## config.mk

```make
export PLATFORM = sky130hd
export DESIGN_NAME = uart_cmd_tx_flat
export DESIGN_NICKNAME = d
export VERILOG_FILES = /design/src/rtl/uart_cmd_pkg.sv /design/src/rtl/uart_cmd_tx_if.sv /design/src/rtl/uart_byte_ser.sv /design/src/rtl/uart_cmd_tx.sv /design/src/flat_wrapper.sv
export SDC_FILE = /design/constraint.sdc
export NUM_CORES = 1
export LEC_CHECK = 0
export CAP_MARGIN = 20
export CORE_MARGIN = 2
export CORE_UTILIZATION = 25
export CTS_CLUSTER_DIAMETER = 30
export DETAILED_ROUTE_END_ITERATION = 10
export MAX_ROUTING_LAYER = met4
export SLEW_MARGIN = 10
export SYNTH_ARGS = -nofsm -noshare
export SYNTH_HDL_FRONTEND = slang
export SYNTH_SLANG_ARGS = --single-unit
```

## constraint.sdc

```tcl
create_clock -name CLK -period 5.2 [get_ports CLK]
set_input_delay 0.78 -clock CLK [delete_from_list [all_inputs] [get_ports CLK]]
set_output_delay 0.78 -clock CLK [all_outputs]
set_load 0.05 [all_outputs]
```

## src/rtl/uart_cmd_pkg.sv

```systemverilog
// Shared types for the UART command transmitter: command kinds, opcode bytes,
// FSM states, and helpers that map a captured command onto its byte sequence.
package uart_cmd_pkg;

  typedef enum logic [1:0] {
    RF_WR   = 2'd0,
    RF_RD   = 2'd1,
    ALU_OP  = 2'd2,
    ALU_NOP = 2'd3
  } cmd_type_e;

  localparam logic [7:0] OP_RF_WR   = 8'hAA;
  localparam logic [7:0] OP_RF_RD   = 8'hBB;
  localparam logic [7:0] OP_ALU_OP  = 8'hCC;
  localparam logic [7:0] OP_ALU_NOP = 8'hDD;

  typedef enum logic [2:0] {
    IDLE,
    START,
    DATA,
    PARITY,
    STOP,
    GAP
  } state_e;

  // Index of the final byte of a command; the byte counter stops here.
  function automatic logic [1:0] cmd_last_idx(cmd_type_e t);
    case (t)
      RF_WR:   return 2'd2;
      ALU_OP:  return 2'd3;
      default: return 2'd1;
    endcase
  endfunction

  function automatic logic [7:0] cmd_byte(cmd_type_e t, logic [3:0] addr,
                                          logic [7:0] d0, logic [7:0] d1,
                                          logic [1:0] idx);
    logic [7:0] a8;
    a8 = {4'h0, addr};
    case (t)
      RF_WR: begin
        case (idx)
          2'd0:    return OP_RF_WR;
          2'd1:    return a8;
          default: return d0;
        endcase
      end
      RF_RD:   return (idx == 2'd0) ? OP_RF_RD : a8;
      ALU_OP: begin
        case (idx)
          2'd0:    return OP_ALU_OP;
          2'd1:    return d0;
          2'd2:    return d1;
          default: return a8;
        endcase
      end
      default: return (idx == 2'd0) ? OP_ALU_NOP : a8;
    endcase
  endfunction

endpackage

```

## src/rtl/uart_cmd_tx_if.sv

```systemverilog
// Command handshake bundle between a requester (master) and uart_cmd_tx (slave).
interface uart_cmd_tx_if;
  logic                   cmd_valid;
  logic                   cmd_ready;
  uart_cmd_pkg::cmd_type_e cmd_type;
  logic [3:0]             cmd_addr;
  logic [7:0]             cmd_data0;
  logic [7:0]             cmd_data1;

  modport master (output cmd_valid, cmd_type, cmd_addr, cmd_data0, cmd_data1,
                  input  cmd_ready);
  modport slave  (input  cmd_valid, cmd_type, cmd_addr, cmd_data0, cmd_data1,
                  output cmd_ready);
endinterface

```

## src/rtl/uart_byte_ser.sv

```systemverilog
// Per-byte bit timer and data/parity source; the caller's FSM decides which
// bit is on the line and asks for the next data bit via shift.
module uart_byte_ser #(
  parameter int CLKS_W = 6
) (
  input  logic              clk,
  input  logic              rst,
  input  logic              run,
  input  logic              load,
  input  logic              shift,
  input  logic [7:0]        byte_in,
  input  logic [CLKS_W-1:0] period,
  input  logic              par_type,
  output logic              bit_data,
  output logic              par_bit,
  output logic              bit_done,
  output logic              last_bit
);

  logic [CLKS_W-1:0] cnt;
  logic [7:0]        byte_q;
  logic [2:0]        sel;

  // period is never zero here; the owner clamps it to at least one cycle.
  assign bit_done = run && (cnt == period - CLKS_W'(1));
  assign bit_data = byte_q[sel];
  assign last_bit = (sel == 3'd7);
  assign par_bit  = (^byte_q) ^ par_type;

  // NOTE: registers use non-blocking assignments so every flop samples pre-edge values.
  always_ff @(posedge clk) begin
    if (rst) begin
      cnt    <= '0;
      byte_q <= '0;
      sel    <= '0;
    end else if (load) begin
      cnt    <= '0;
      byte_q <= byte_in;
      sel    <= '0;
    end else begin
      if (run)   cnt <= bit_done ? '0 : cnt + CLKS_W'(1);
      if (shift) sel <= sel + 3'd1;
    end
  end

endmodule

```

## src/rtl/uart_cmd_tx.sv

```systemverilog
// UART command transmitter: captures a command, sends its opcode/operand bytes
// as framed serial characters. Define CMD_TX_INTER_BYTE_GAP_EN for an idle bit between bytes.
module uart_cmd_tx
  import uart_cmd_pkg::*;
#(
  parameter int CLKS_W = 6
) (
  input  logic              CLK,
  input  logic              RST,
  uart_cmd_tx_if.slave      cmd,
  input  logic [CLKS_W-1:0] clks_per_bit,
  input  logic              par_en,
  input  logic              par_type,
  output logic              tx_o,
  output logic              busy,
  output logic              done
);

  state_e            state, state_next;
  logic [1:0]        byte_idx, byte_idx_next;
  cmd_type_e         type_q;
  logic [3:0]        addr_q;
  logic [7:0]        d0_q, d1_q;
  logic              par_en_q, par_type_q;
  logic [CLKS_W-1:0] period_q;

  logic       accept, load, shift, done_next, last_byte;
  logic [7:0] load_byte;
  logic       ser_bit, par_bit, bit_done, last_bit;

  assign cmd.cmd_ready = (state == IDLE);
  assign busy          = (state != IDLE);
  assign accept        = cmd.cmd_valid && (state == IDLE);
  assign last_byte     = (byte_idx == cmd_last_idx(type_q));

  uart_byte_ser #(.CLKS_W(CLKS_W)) u_ser (
    .clk      (CLK),
    .rst      (RST),
    .run      (busy),
    .load     (load),
    .shift    (shift),
    .byte_in  (load_byte),
    .period   (period_q),
    .par_type (par_type_q),
    .bit_data (ser_bit),
    .par_bit  (par_bit),
    .bit_done (bit_done),
    .last_bit (last_bit)
  );

  always_ff @(posedge CLK) begin
    if (RST) begin
      state      <= IDLE;
      byte_idx   <= '0;
      done       <= 1'b0;
      type_q     <= RF_WR;
      addr_q     <= '0;
      d0_q       <= '0;
      d1_q       <= '0;
      par_en_q   <= 1'b0;
      par_type_q <= 1'b0;
      period_q   <= CLKS_W'(1);
    end else begin
      state    <= state_next;
      byte_idx <= byte_idx_next;
      done     <= done_next;
      if (accept) begin
        type_q     <= cmd.cmd_type;
        addr_q     <= cmd.cmd_addr;
        d0_q       <= cmd.cmd_data0;
        d1_q       <= cmd.cmd_data1;
        par_en_q   <= par_en;
        par_type_q <= par_type;
        period_q   <= (clks_per_bit == '0) ? CLKS_W'(1) : clks_per_bit;
      end
    end
  end

  always_comb begin
    // NOTE: every signal driven here gets a default first, so no path can infer a latch.
    state_next    = state;
    byte_idx_next = byte_idx;
    load          = 1'b0;
    shift         = 1'b0;
    done_next     = 1'b0;
    load_byte     = cmd_byte(type_q, addr_q, d0_q, d1_q, byte_idx + 2'd1);
    case (state)
      IDLE: begin
        // The first byte is built from live inputs; they are captured on this same edge.
        if (accept) begin
          state_next    = START;
          load          = 1'b1;
          byte_idx_next = '0;
          load_byte     = cmd_byte(cmd.cmd_type, cmd.cmd_addr, cmd.cmd_data0,
                                   cmd.cmd_data1, 2'd0);
        end
      end
      START:  if (bit_done) state_next = DATA;
      DATA: begin
        if (bit_done) begin
          if (last_bit) state_next = par_en_q ? PARITY : STOP;
          else          shift      = 1'b1;
        end
      end
      PARITY: if (bit_done) state_next = STOP;
      STOP: begin
        if (bit_done) begin
          if (last_byte) begin
            state_next = IDLE;
            done_next  = 1'b1;
          end else begin
`ifdef CMD_TX_INTER_BYTE_GAP_EN
            state_next = GAP;
`else
            state_next    = START;
            load          = 1'b1;
            byte_idx_next = byte_idx + 2'd1;
`endif
          end
        end
      end
      GAP: begin
        if (bit_done) begin
          state_next    = START;
          load          = 1'b1;
          byte_idx_next = byte_idx + 2'd1;
        end
      end
      default: state_next = IDLE;
    endcase
  end

  always_comb begin
    tx_o = 1'b1;
    case (state)
      START:   tx_o = 1'b0;
      DATA:    tx_o = ser_bit;
      PARITY:  tx_o = par_bit;
      default: tx_o = 1'b1;
    endcase
  end

endmodule

```

## src/flat_wrapper.sv

```systemverilog
// flat-port wrapper written by rule: the top's interface ports become plain ports
module uart_cmd_tx_flat import uart_cmd_pkg::*;
#(
  parameter int CLKS_W = 6
)
  (CLK, RST, clks_per_bit, par_en, par_type, tx_o, busy, done, cmd_cmd_valid, cmd_cmd_type, cmd_cmd_addr, cmd_cmd_data0, cmd_cmd_data1, cmd_cmd_ready);
  uart_cmd_tx_if cmd_i ();
  input  logic CLK;
  input  logic RST;
  input  logic [CLKS_W-1:0] clks_per_bit;
  input  logic par_en;
  input  logic par_type;
  output logic tx_o;
  output logic busy;
  output logic done;
  input wire logic [$bits(cmd_i.cmd_valid)-1:0] cmd_cmd_valid;
  input wire logic [$bits(cmd_i.cmd_type)-1:0] cmd_cmd_type;
  input wire logic [$bits(cmd_i.cmd_addr)-1:0] cmd_cmd_addr;
  input wire logic [$bits(cmd_i.cmd_data0)-1:0] cmd_cmd_data0;
  input wire logic [$bits(cmd_i.cmd_data1)-1:0] cmd_cmd_data1;
  output wire logic [$bits(cmd_i.cmd_ready)-1:0] cmd_cmd_ready;
  assign cmd_i.cmd_valid = cmd_cmd_valid;
  assign cmd_i.cmd_type = cmd_cmd_type;
  assign cmd_i.cmd_addr = cmd_cmd_addr;
  assign cmd_i.cmd_data0 = cmd_cmd_data0;
  assign cmd_i.cmd_data1 = cmd_cmd_data1;
  assign cmd_cmd_ready = cmd_i.cmd_ready;
  uart_cmd_tx #(.CLKS_W(CLKS_W)) u_core (.CLK(CLK), .RST(RST), .cmd(cmd_i), .clks_per_bit(clks_per_bit), .par_en(par_en), .par_type(par_type), .tx_o(tx_o), .busy(busy), .done(done));
endmodule
```

==> impl_results.md <==
* Status: finished, final reports clean
* Cell Pwr Density at 326 nW/um^2
* Largest net degree at the start of global routing at 34
* Leakage power at 1.24 nW
* DP Cell Count at 521
* Max_slew headroom at 38.0%
* Setup ws final at 1840 ps
* Least-Margin Pin Slew at 928 ps
* Synth cell types at 62
* Hold Path Class: reg2reg
* GRT Overall Usage at 11.9%
* Drt total wl at 7.22 mm
* Die ar. at 12,600 um^2
* Pre-CTS setup slack at 2160 ps
* Power Internal at 0.800 mW
* MaxCap Viol Count at 0
* Synth area leader: dfxtp_1
* Die width at 112 um
* DP Wirelength at 5.26 mm
* Post-route ant nets at 0
* Most common cell after layout, fill and taps aside: nand2_1
* Crit-path cells: xnor2_1 > xnor3_1 > xnor2_1 > a21oi_1 > a31oi_1 > or2_2 > clkdlybuf4s50_1
* Syn Area/Cell at 8.08 um^2
* Top post-synthesis cells by area: dfxtp_1, nand2_1, a21oi_1
* Layout net count at 427
* Max incr delay on CP at 790 ps
* Largest fanout on the critical path at 3
* Skew-Pair Late Insertion Delay at 280 ps
* Crit Path Category: reg2out
* Total number of vias at 2,612
* Max rail drop VDD at 169 uV
* Area growth syn-to-layout at 21.3%
* CTS buffer count at 5
* Final total power at 1.16 mW
* Port bufs at 36
* Clock Power Share at 31.2%
* Initial Util at 25.7%
* WP buf/inv at 1
* Post-CTS setup repair buffer count at 0
* Post-synthesis cell area at 2930 um^2
* Die Y at 112 um
* Number of flops mapped to enable cells by yosys at 0
* Final core occ at 31.2%
* Post-Synthesis Cells at 363
* Net switching power at 0.361 mW
* Ant. Diodes at 0
* DRT Pass-1 Iters at 5
* CP endpoint kind: primary output
* Finished Layout Cells at 529
* Hold Buf Count CTS at 0
* Net Sw Frac at 31.1%
* Slowest CP cell: clkdlybuf4s50_1
* Row cnt at 39
* Synth top area share at 36.2%
* H-tree depth at 2
* Setup-failing EPs final at 0
* Most frequent cells in the layout: nand2_1, dfxtp_1, a21oi_1
* Most used flip-flop cell after synthesis: dfxtp_1
* Antenna violations before repair at 0
* Gpl congestion at 0.891
* Wire per inst at 13.6 um
* CP Data Arrival Time at 2580 ps
* Critical path required time at 4420 ps
* Post-Route Skew at 2.91 ps
* Asr flop ratio synth at 0%
* Ports at 37
* Vias in the first global route at 2,442
* RSZ-0062 raised after global routing: false
* First-pass GRT wire length at 12.0 mm
* # resized after CTS at 0
* Syn. warnings at 0
* Sequential fraction of design power at 41.7%
* Clock sinks at 53
* Vias per cell at 4.94
* Synthesis-stage register bit count at 53
* Fraction of layout cells with a size suffix above 1 at 6.22%
* Total grt overflow at 0
* Seq/Total Area, Yosys at 36.2%
* Most used cell, CP: xnor2_1
* CTS root buf: clkbuf_16
* # fillers at 1,223
* Crit-path leading delay family: buffers and inverters
* Post-Syn Nets at 404
* Startpoint types: register
* Setup TNS at 0 ps
* Remaining DRCs at 0
* Min Clock Period, post-route at 3360 ps
* Max Fclk at 298 MHz
* Tcrit/Tclk final at 64.6%
* Initial DRC Count at 219
* Final hold vios at 0
* Combinational share of power at 27.1%
* Clock transition at path regs at 70 ps
* Longest Clk Path Bufs at 2
* Core Area at 11,400 um^2
* CTS tree: done
* Max Slew Vio Count at 0
## worst reg2reg max path, delay by kind of cell (launching register included)
family / cells / cell delay [ps]
AO/OA/AOI/OAI: 2 / 1040
adder cells (fa/ha/maj): 1 / 230
buffers and inverters: 1 / 80
flip-flops: 1 / 380
multiplexers: 1 / 270
AND/OR/NAND/NOR: 3 / 530
## synthesized netlist by cell type, drive strengths merged (3+ instances only)
cell type and n:
buf 8, a21oi 44, xnor2 11, mux2i 6, or3 4, nand4 3, nor3 10, nand2 78
a311oi 4, nor2 16, ha 8, o31ai 4, a31oi 3, clkbuf 16, dfxtp 53, nor2b 6
a211oi 4, xor2 6, nand3 5, inv 10, nor3b 4, o21ai 13, or4 4
## layer usage
metal,global-route usage (%),vias to the layer above,wire [um]
met5,-,-,0
met4,2.76,0,61
met3,2.54,4,316
met2,18.6,61,3290
met1,15.9,1217,3540
li1,-,1330,-
## through the flow
step           hold WS [ps]  cell area (um^2)
6_report                462              3560
5_1_grt                 486              3560
4_1_cts                 465              3550
3_5_place_dp            455              3390
3_3_place_gp            447              3390
2_1_floorplan           432              2930
## power groups by stage
| stage | clock network (mW) | registers (mW) | logic, mW |
|---|---|---|---|
| finish | 0.362 | 0.484 | 0.315 |
| floorplan | 0 | 0.473 | 0.246 |
| global route | 0.390 | 0.490 | 0.348 |
| global placement | 0 | 0.491 | 0.312 |
| CTS | 0.377 | 0.483 | 0.317 |
| detailed placement | 0 | 0.493 | 0.315 |
## area by class of cell
class	instances	area, um^2	share of cell area [%]
Clock buffer	5	125	3.52
Multi-Input combinational cell	276	1730	48.7
Inverter	10	37.5	1.06
Timing Repair Buffer	40	388	10.9
Clock inverter	2	35.0	0.985
Tap cell	143	179	5.03
Sequential cell	53	1060	29.8
## final timing paths
path	start	to	slack (ps)	cells past startpoint
worst max register to register	u_core.period_q[0]	u_core.u_ser.byte_q[4]	2510	8
worst max-delay path	u_core.u_ser.byte_q[3]	tx_o	1840	7
worst min-delay path	u_core.addr_q[2]	u_core.addr_q[2]	460	2
worst min register to register	u_core.addr_q[2]	u_core.addr_q[2]	460	2
## cells by family after synthesis
group                      synth area share (%)
buffers and inverters                      4.78
and+or+nand+nor                            23.0
adders and majority gates                  3.41
xor gates and xnor gates                   5.84
AOI/OAI and AO/OA                          22.9
muxes                                      3.97
DFF                                        36.2
## state kept, by name, indices dropped and copies added (netlist names), 3 cells and up
signal	cells
u_core.u_ser.cnt	6
u_core.addr_q	4
u_core.u_ser.byte_q	8
u_core.d0_q	8
u_core.d1_q	8
u_core.period_q	6
u_core.u_ser.sel	3
u_core.state	3
(Power assumes the default switching activity.)
